$ cat config.mk
export PLATFORM = sky130hd
export DESIGN_NAME = cnn_accel_ahb_regs
export DESIGN_NICKNAME = d
export VERILOG_FILES = /design/src/rtl/cnn_accel_ahb_regs_pkg.sv /design/src/rtl/cnn_accel_ahb_regs.sv
export SDC_FILE = /design/constraint.sdc
export NUM_CORES = 1
export LEC_CHECK = 0
export CORE_UTILIZATION = 35
export CTS_CLUSTER_DIAMETER = 30
export DETAILED_ROUTE_END_ITERATION = 16
export PLACE_DENSITY = 0.66
export SETUP_SLACK_MARGIN = 0.4
export SLEW_MARGIN = 15
export SYNTH_ARGS = -nofsm -noshare
export SYNTH_HDL_FRONTEND = slang
export SYNTH_SLANG_ARGS = --single-unit
$ cat constraint.sdc
create_clock -name HCLK -period 8.05 [get_ports HCLK]
set_input_delay 1.2075 -clock HCLK [delete_from_list [all_inputs] [get_ports HCLK]]
set_output_delay 1.2075 -clock HCLK [all_outputs]
set_load 0.02 [all_outputs]
$ cat src/rtl/cnn_accel_ahb_regs_pkg.sv
// CNN accelerator register map shared by the AHB register block and software headers.
// Holds byte offsets, word indices used for decode, and LAYER_CONFIG field positions.
package cnn_accel_ahb_regs_pkg;

    // Byte offsets of the register map
    localparam logic [7:0] OFS_FRAME_SIZE   = 8'h00;
    localparam logic [7:0] OFS_WIDTH_HEIGHT = 8'h04;
    localparam logic [7:0] OFS_DELAY_PARAMS = 8'h08;
    localparam logic [7:0] OFS_BASE_ADDRESS = 8'h0C;
    localparam logic [7:0] OFS_LAYER_CONFIG = 8'h10;
    localparam logic [7:0] OFS_LAYER_START  = 8'h14;
    localparam logic [7:0] OFS_LAYER_DONE   = 8'h18;

    localparam int unsigned IDX_W = 6;

    // Word index (HADDR[7:2]) of a byte offset
    function automatic logic [IDX_W-1:0] word_idx(input logic [7:0] ofs);
        return ofs[7:2];
    endfunction

    localparam logic [IDX_W-1:0] IDX_FRAME_SIZE   = word_idx(OFS_FRAME_SIZE);
    localparam logic [IDX_W-1:0] IDX_WIDTH_HEIGHT = word_idx(OFS_WIDTH_HEIGHT);
    localparam logic [IDX_W-1:0] IDX_DELAY_PARAMS = word_idx(OFS_DELAY_PARAMS);
    localparam logic [IDX_W-1:0] IDX_BASE_ADDRESS = word_idx(OFS_BASE_ADDRESS);
    localparam logic [IDX_W-1:0] IDX_LAYER_CONFIG = word_idx(OFS_LAYER_CONFIG);
    localparam logic [IDX_W-1:0] IDX_LAYER_START  = word_idx(OFS_LAYER_START);
    localparam logic [IDX_W-1:0] IDX_LAYER_DONE   = word_idx(OFS_LAYER_DONE);

    // LAYER_CONFIG field positions (bits above CFG_W read as zero)
    localparam int unsigned CFG_W          = 16;
    localparam int unsigned CFG_IS_FIRST   = 0;
    localparam int unsigned CFG_IS_LAST    = 1;
    localparam int unsigned CFG_IS_CONV3X3 = 2;
    localparam int unsigned CFG_RESERVED   = 3;
    localparam int unsigned CFG_INDEX_LSB  = 4;
    localparam int unsigned CFG_INDEX_W    = 4;
    localparam int unsigned CFG_BIAS_LSB   = 8;
    localparam int unsigned CFG_BIAS_W     = 5;
    localparam int unsigned CFG_ACT_LSB    = 13;
    localparam int unsigned CFG_ACT_W      = 3;

    // AHB response encoding
    localparam logic [1:0] HRESP_OKAY = 2'b00;

endpackage

$ cat src/rtl/cnn_accel_ahb_regs.sv
// AHB-Lite slave register block for the CNN accelerator.
// Zero-wait-state, always-OKAY slave. Address phase is registered; writes take
// HWDATA in the following cycle and reads return current contents in the data phase.
// Ports:
//   HCLK, HRESET          - clock, asynchronous active-high reset
//   sl_H*                 - AHB slave inputs (HSIZE/HBURST ignored, 32-bit accesses)
//   out_sl_H*             - AHB slave outputs
//   i_layer_done          - single-cycle completion pulse from the compute engine
//   o_* config            - frame geometry, delays and base addresses
//   o_* layer             - layer configuration fields, start level and start pulse
module cnn_accel_ahb_regs
    import cnn_accel_ahb_regs_pkg::*;
#(
    parameter int unsigned W_ADDR = 32,
    parameter int unsigned W_DATA = 32
) (
    input  logic              HCLK,
    input  logic              HRESET,
    input  logic              sl_HSEL,
    input  logic              sl_HREADY,
    input  logic [1:0]        sl_HTRANS,
    input  logic [2:0]        sl_HBURST,
    input  logic [2:0]        sl_HSIZE,
    input  logic [W_ADDR-1:0] sl_HADDR,
    input  logic              sl_HWRITE,
    input  logic [W_DATA-1:0] sl_HWDATA,
    output logic              out_sl_HREADY,
    output logic [1:0]        out_sl_HRESP,
    output logic [W_DATA-1:0] out_sl_HRDATA,
    input  logic              i_layer_done,
    output logic [24:0]       o_frame_size,
    output logic [11:0]       o_width,
    output logic [11:0]       o_height,
    output logic [11:0]       o_start_up_delay,
    output logic [11:0]       o_hsync_delay,
    output logic [19:0]       o_base_addr_weight,
    output logic [11:0]       o_base_addr_param,
    output logic              o_is_first_layer,
    output logic              o_is_last_layer,
    output logic              o_is_conv3x3,
    output logic [3:0]        o_layer_index,
    output logic [4:0]        o_bias_shift,
    output logic [2:0]        o_act_shift,
    output logic              o_layer_start,
    output logic              o_layer_start_pulse
);

    // Pending address-phase state
    logic             valid_q, valid_d;
    logic             write_q, write_d;
    logic [IDX_W-1:0] addr_q, addr_d;

    // Register contents
    logic [24:0]      frame_size_q, frame_size_d;
    logic [11:0]      width_q, width_d;
    logic [11:0]      height_q, height_d;
    logic [11:0]      startup_q, startup_d;
    logic [11:0]      hsync_q, hsync_d;
    logic [19:0]      weight_q, weight_d;
    logic [11:0]      param_q, param_d;
    logic [CFG_W-1:0] layer_cfg_q, layer_cfg_d;
    logic             start_q, start_d;
    logic             pulse_q, pulse_d;
    logic             done_q, done_d;

    logic        accept;
    logic        wr_en;
    logic [31:0] wdata;
    logic [31:0] rdata;

    assign accept = sl_HSEL & sl_HREADY & sl_HTRANS[1];
    assign wr_en  = valid_q & write_q;
    assign wdata  = sl_HWDATA[31:0];

    always_comb begin
        valid_d      = accept;
        write_d      = write_q;
        addr_d       = addr_q;
        frame_size_d = frame_size_q;
        width_d      = width_q;
        height_d     = height_q;
        startup_d    = startup_q;
        hsync_d      = hsync_q;
        weight_d     = weight_q;
        param_d      = param_q;
        layer_cfg_d  = layer_cfg_q;
        start_d      = start_q;
        pulse_d      = 1'b0;

        if (accept) begin
            write_d = sl_HWRITE;
            addr_d  = sl_HADDR[7:2];
        end

        if (wr_en) begin
            case (addr_q)
                IDX_FRAME_SIZE:   frame_size_d = wdata[24:0];
                IDX_WIDTH_HEIGHT: begin
                    width_d  = wdata[11:0];
                    height_d = wdata[27:16];
                end
                IDX_DELAY_PARAMS: begin
                    startup_d = wdata[11:0];
                    hsync_d   = wdata[23:12];
                end
                IDX_BASE_ADDRESS: begin
                    weight_d = wdata[19:0];
                    param_d  = wdata[31:20];
                end
                IDX_LAYER_CONFIG: layer_cfg_d = wdata[CFG_W-1:0];
                IDX_LAYER_START: begin
                    start_d = wdata[0];
                    // Only a 0->1 transition launches a layer
                    pulse_d = wdata[0] & ~start_q;
                end
                default: ;
            endcase
        end

        // Launching a new layer clears the sticky done flag, winning over a new done
        if (pulse_q) begin
            done_d = 1'b0;
        end else if (i_layer_done) begin
            done_d = 1'b1;
        end else begin
            done_d = done_q;
        end
    end

    always_ff @(posedge HCLK or posedge HRESET) begin
        if (HRESET) begin
            valid_q      <= 1'b0;
            write_q      <= 1'b0;
            addr_q       <= '0;
            frame_size_q <= '0;
            width_q      <= '0;
            height_q     <= '0;
            startup_q    <= '0;
            hsync_q      <= '0;
            weight_q     <= '0;
            param_q      <= '0;
            layer_cfg_q  <= '0;
            start_q      <= 1'b0;
            pulse_q      <= 1'b0;
            done_q       <= 1'b0;
        end else begin
            valid_q      <= valid_d;
            write_q      <= write_d;
            addr_q       <= addr_d;
            frame_size_q <= frame_size_d;
            width_q      <= width_d;
            height_q     <= height_d;
            startup_q    <= startup_d;
            hsync_q      <= hsync_d;
            weight_q     <= weight_d;
            param_q      <= param_d;
            layer_cfg_q  <= layer_cfg_d;
            start_q      <= start_d;
            pulse_q      <= pulse_d;
            done_q       <= done_d;
        end
    end

    // Read mux; a write data phase has already committed by the time a
    // following read reaches its data phase, so no bypass is needed.
    always_comb begin
        rdata = '0;
        if (valid_q && !write_q) begin
            case (addr_q)
                IDX_FRAME_SIZE:   rdata[24:0] = frame_size_q;
                IDX_WIDTH_HEIGHT: begin
                    rdata[11:0]  = width_q;
                    rdata[27:16] = height_q;
                end
                IDX_DELAY_PARAMS: begin
                    rdata[11:0]  = startup_q;
                    rdata[23:12] = hsync_q;
                end
                IDX_BASE_ADDRESS: begin
                    rdata[19:0]  = weight_q;
                    rdata[31:20] = param_q;
                end
                IDX_LAYER_CONFIG: rdata[CFG_W-1:0] = layer_cfg_q;
                IDX_LAYER_START:  rdata[0] = start_q;
                IDX_LAYER_DONE:   rdata[0] = done_q;
                default: ;
            endcase
        end
    end

    assign out_sl_HREADY = 1'b1;
    assign out_sl_HRESP  = HRESP_OKAY;
    assign out_sl_HRDATA = W_DATA'(rdata);

    assign o_frame_size       = frame_size_q;
    assign o_width            = width_q;
    assign o_height           = height_q;
    assign o_start_up_delay   = startup_q;
    assign o_hsync_delay      = hsync_q;
    assign o_base_addr_weight = weight_q;
    assign o_base_addr_param  = param_q;

    assign o_is_first_layer = layer_cfg_q[CFG_IS_FIRST];
    assign o_is_last_layer  = layer_cfg_q[CFG_IS_LAST];
    assign o_is_conv3x3     = layer_cfg_q[CFG_IS_CONV3X3];
    assign o_layer_index    = layer_cfg_q[CFG_INDEX_LSB +: CFG_INDEX_W];
    assign o_bias_shift     = layer_cfg_q[CFG_BIAS_LSB +: CFG_BIAS_W];
    assign o_act_shift      = layer_cfg_q[CFG_ACT_LSB +: CFG_ACT_W];

    assign o_layer_start       = start_q;
    assign o_layer_start_pulse = pulse_q;

    // Inputs that carry no meaning for this slave; reserved config bit is store-only
    logic unused_bits;
    assign unused_bits = ^{sl_HBURST, sl_HSIZE, sl_HTRANS[0], sl_HADDR[W_ADDR-1:8],
                           sl_HADDR[1:0], layer_cfg_q[CFG_RESERVED]};

endmodule

; ---- Word level (Yosys, flattened, before mapping)
; Cells that the tools add are included.
[word_totals]
reg_bits = 132
in_bits = 78
output_inout_bits = 157
wordCells = 47
[op_classes]
eq_ne = 6
mux = 12
bitwise = 5
reduce_logical = 10
[ops]
columns = op, n
row1 = one-hot mux 11 bit (5 select lines), 1
row2 = two-way mux 32 bit, 1
row3 = one-hot mux 8 bit (4 select lines), 1
row4 = == test 6 x 3 -> 1 bit (second input constant), 3
row5 = one-hot mux 4 bit (4 select lines), 1
row6 = == test 6 x 2 -> 1 bit (second input constant), 2
row7 = AND reduction 2 bit, 6
row8 = one-hot mux 1 bit (7 select lines), 1
row9 = == test 6 x 1 -> 1 bit (second input constant), 1
row10 = logical NOT 6 bit, 1
row11 = one-hot mux 3 bit (2 select lines), 1
row12 = bitwise AND 1 bit, 4
row13 = two-way mux 1 bit, 4
row14 = two-way mux 4 bit, 1
row15 = one-hot mux 1 bit (3 select lines), 1
row16 = nonzero test 2 bit, 1
row17 = logical AND 1 bit, 1
row18 = logical NOT 1 bit, 1
row19 = inverter 1 bit, 1

; ---- Logic depth before layout (Yosys ltp)
[depth]
ltp_word = 4
ltp_mapped = 7

; ---- Least setup slack after synthesis
; No wires, ideal clock.
[synth_timing]
path_type = register to output
startpoint = register addr_q[0]
endpoint = output port out_sl_HRDATA[0]
arrival_ps = 1899
required_ps = 6843
slack_ps = 4943
path_stages_with_launch = 8
path_buffers = 3
path_cell_list = dfrtp_1 buf_2 buf_2 buf_2 mux2i_1 nor2_1 a31oi_1 a211oi_1
[synth_via]
elab_chain_cells = 3
word_cells_on_any_way = 9
[synth_rtl]
columns = item, line
row1 = start: declaration, cnn_accel_ahb_regs.sv:51  ; logic [IDX_W-1:0] addr_q, addr_d;
row2 = start signal: assignment, cnn_accel_ahb_regs.sv:149  ; addr_q <= addr_d;
row3 = == test 6 x 3 -> 1 bit (tied with other cells), cnn_accel_ahb_regs.sv:169  ; case (addr_q)
row4 = one-hot mux 1 bit (7 select lines) *, cnn_accel_ahb_regs.sv:169
row5 = two-way mux 32 bit *, cnn_accel_ahb_regs.sv:168  ; if (valid_q && !write_q) begin
row6 = end: declaration, cnn_accel_ahb_regs.sv:29  ; output logic [W_DATA-1:0] out_sl_HRDATA,
; Mark *: on every way between the ends. The rest lies on a longest branch, timed or not.

; ---- Worst setup path after layout
[layout_timing]
startpoint = register addr_q[2]
endpoint = output port out_sl_HRDATA[10]
[layout_via]
elab_chain_cells = 3
word_cells_on_any_way = 7
[layout_rtl]
columns = item, line
row1 = == test 6 x 3 -> 1 bit (tied with other cells), cnn_accel_ahb_regs.sv:169
row2 = one-hot mux 11 bit (5 select lines) *, cnn_accel_ahb_regs.sv:169
row3 = two-way mux 32 bit *, cnn_accel_ahb_regs.sv:168
; Marks and branches as above.

==> run_results.csv <==
group,metric,value,unit
worst_setup_path,cp_data_arrival_time,3150,ps
sta,fin_ws,3690,ps
placement,hpwl,11200,um
drt,drc,0,
cts,tritoncts,"yes",
sta,finalHoldViolations,0,
cts,clkTransAtPathRegs,60,ps
cts,cts_root_buf,"clkbuf_16",
power,power.density,228,mW/mm2
synth,ys.flop_type,"dfrtp_1",
drt,route.detailed.wl_per_inst,20.1,um
layout,final_nets,681,
synth,synth_warnings,0,
sta,slew_violations,0,
sta,fin_crit_sh,54.1,%
min_path,worstHoldStart,"o_layer_start_pulse",
grt,grt-ovfl-total,0,
floorplanning,dieArea,0.0179,mm2
drt,via_count,4282,
worst_setup_path,cp_max_fo,11,
floorplanning,num_io_pins,235,
floorplanning,coreArea,0.0168,mm2
power,ir_worst_vdd,137,uV
floorplanning,start_util,36.2,%
sta,min_period,4360,ps
synth,syn_area_per_cell,14.6,um2
placement,routabilityCongestion,0.740,
drt,wirelength,16800,um
synth,synth_seq_area_share,54.2,%
worst_setup_path,crit_start,"addr_q[2]",
worst_setup_path,ff2ff_path_depth,5,
sta,holdWs,486,ps
run_status,status,"completed",
worst_setup_path,end_kind,"output pin",
sta,final.setup.tns,0,ps
synth,synthCells,417,
layout,final_area,0.00881,mm2
drt,routed_via_density,5.12,
sta,rsz0062_at_grt,"no",
floorplanning,die_w,134,um
grt,track_usage,19.5,%
sta,finalClockSkew,9.93,ps
drt,ant_nets,0,
layout,fin_cells,836,
placement,dpl_cell_area,0.00819,mm2
floorplanning,die_y,134,um
grt,grt_max_degree,78,
cts,cts_made_buffers,17,
synth,synthArstFlopShare,100,%
sta,final-setup-viol-count,0,
placement,placedCellCount,804,
run,maxCapViolCount,0,
min_path,hold_path_end,"done_q",
placement,dpl_worst_slack,4140,ps
cts,h-tree-depth,4,
cts,clockBufferDepth,2,
cts,clk_latency,420,ps
placement,io_buffers,198,
grt,grt_pass1_wl,26500,um
worst_setup_path,r2r-start,"addr_q[0]",
grt,grt_pass1_vias,4576,
grt,antenna_found_initial,0,
worst_setup_path,reg2reg_to,"o_width[3]",
worst_setup_path,ff2ff_setup_slack,5260,ps
worst_setup_path,required,6840,ps
sta,relSlewSlack,34.8,%
drt,drt_first_pass_iters,5,
min_path,holdPathStages,1,
power,power_leakage,3.80,nW
cts,ctsResizeCount,0,
cts,cts_hold_buffers,0,
synth,synth_cell_type_count,33,
synth,synth_area,0.00609,mm2
cts,cts_num_sinks,132,
layout,area_growth_syn_to_layout,44.6,%
floorplanning,row_count,47,
worst_setup_path,cp-start-kind,"flip-flop",
sta,max_slew.worst_pin.slew,976,ps
synth,synth_edf_count,0,
cts,cts_setup_buffers,0,
drt,drt_iter0_drc,141,
synth,ys_seq_elements,132,
sta,max_freq,229,MHz
layout,drive_gt1_share,32.3,%
min_path,hold_class,"flip-flop to flip-flop",
worst_setup_path,crit_type,"flip-flop to output pin",
layout,diodes,0,
-- routing by layer --
metal / GRT usage (%) / part of all wire [%]
met1: 23.9 / 41
met2: 32.9 / 51
met3: 5.22 / 6.5
met4: 6.94 / 1.5
met5: 0 / 0
-- flip-flops by register name, summed over array words and instances (netlist names), 6 cells and up --
register / count
o_width: 12
o_start_up_delay: 12
addr_q: 6
o_frame_size: 25
layer_cfg_q: 16
o_height: 12
o_hsync_delay: 12
o_base_addr_param: 12
o_base_addr_weight: 20
-- cell usage after synthesis, types with 3 or more instances --
cell	instances	area, um2
a222oi_1	8	80.1
a22o_1	11	96.3
buf_4	17	128
a21oi_1	8	40.0
nand3_1	3	15.0
mux2_4	10	150
mux2i_1	9	90.1
mux2_2	127	1430
buf_2	14	70.1
nand2_1	8	30.0
inv_1	3	11.3
dfrtp_1	132	3300
a211o_1	5	43.8
nor2_1	20	75.1
and2_1	5	31.3
clkbuf_1	3	11.3
mux4_2	12	270
-- power by group --
part	switching [mW]	leakage, nW	internal, mW
combinational	0.196	1.77	0.207
clock	0.292	0.303	0.526
sequential	0.0577	1.72	0.727
-- worst max-delay path by stage --
stage,to,slack [ps],depth (start not counted)
floorplan,addr_q[0],3320,1
global placement,out_sl_HRDATA[10],4140,5
detailed placement,out_sl_HRDATA[10],4140,5
CTS,out_sl_HRDATA[10],3680,5
global route,out_sl_HRDATA[10],3570,5
finish,out_sl_HRDATA[10],3690,5
-- placed cells by master, fill, tap and decap left out --
cell,n
nand3_1,3
nor3b_4,2
a222oi_1,8
conb_1,3
nor2b_1,2
clkbuf_1,1
mux4_2,12
dfrtp_2,2
clkdlybuf4s50_1,198
and2_1,5
clkinv_2,4
a21oi_1,8
nor3_1,1
nor2_4,1
a211oi_1,1
nor2_1,19
nor4b_1,1
a31oi_1,2
buf_4,6
clkinv_4,2
or4b_4,1
a22o_1,11
clkbuf_16,17
nand3_4,2
mux2_2,127
nand2_1,8
nor4_4,1
nor3_4,2
mux2i_1,9
inv_1,2
clkinvlp_4,2
bufinv_16,4
a211o_1,5
dfrtp_1,130
inv_6,2
mux2_4,10
clkbuf_8,1
and2_2,1
-- per-stage QoR --
| step | power, mW | utilization [%] |
|---|---|---|
| detailed placement | 1.20 | 48.7 |
| floorplan | 1.02 | - |
| CTS | 2.03 | 52.4 |
| global route | 2.08 | 52.4 |
| global placement | 1.19 | 48.7 |
| finish | 2.01 | 52.4 |
-- cell type report --
cell class / count / area (um2)
fill: 1460 / 8010
sequential: 132 / 3310
multi-input combinational: 245 / 2560
timing repair buffer: 204 / 2030
clock buffer: 19 / 443
tap: 220 / 275
clock inverter: 13 / 181
inverter: 3 / 16.3
-- kinds of logic (layout without fill, tap and decap cells) --
family / after synthesis / after routing / share of synthesized area (%)
other: 2 / 3 / 0.123
buffers and inverters: 41 / 239 / 4.11
muxes: 158 / 158 / 31.8
DFF: 132 / 132 / 54.2
and+or+nand+nor: 49 / 49 / 5.13
AOI/OAI and AO/OA: 35 / 35 / 4.60
-- worst max-delay path, stage by stage (launching register included) --
cell and delay (ps):
dfrtp_1 610, or4b_4 550, nor3_4 320, and2_2 410, a22o_1 200, clkdlybuf4s50_1 640
(Power assumes the default switching activity.)
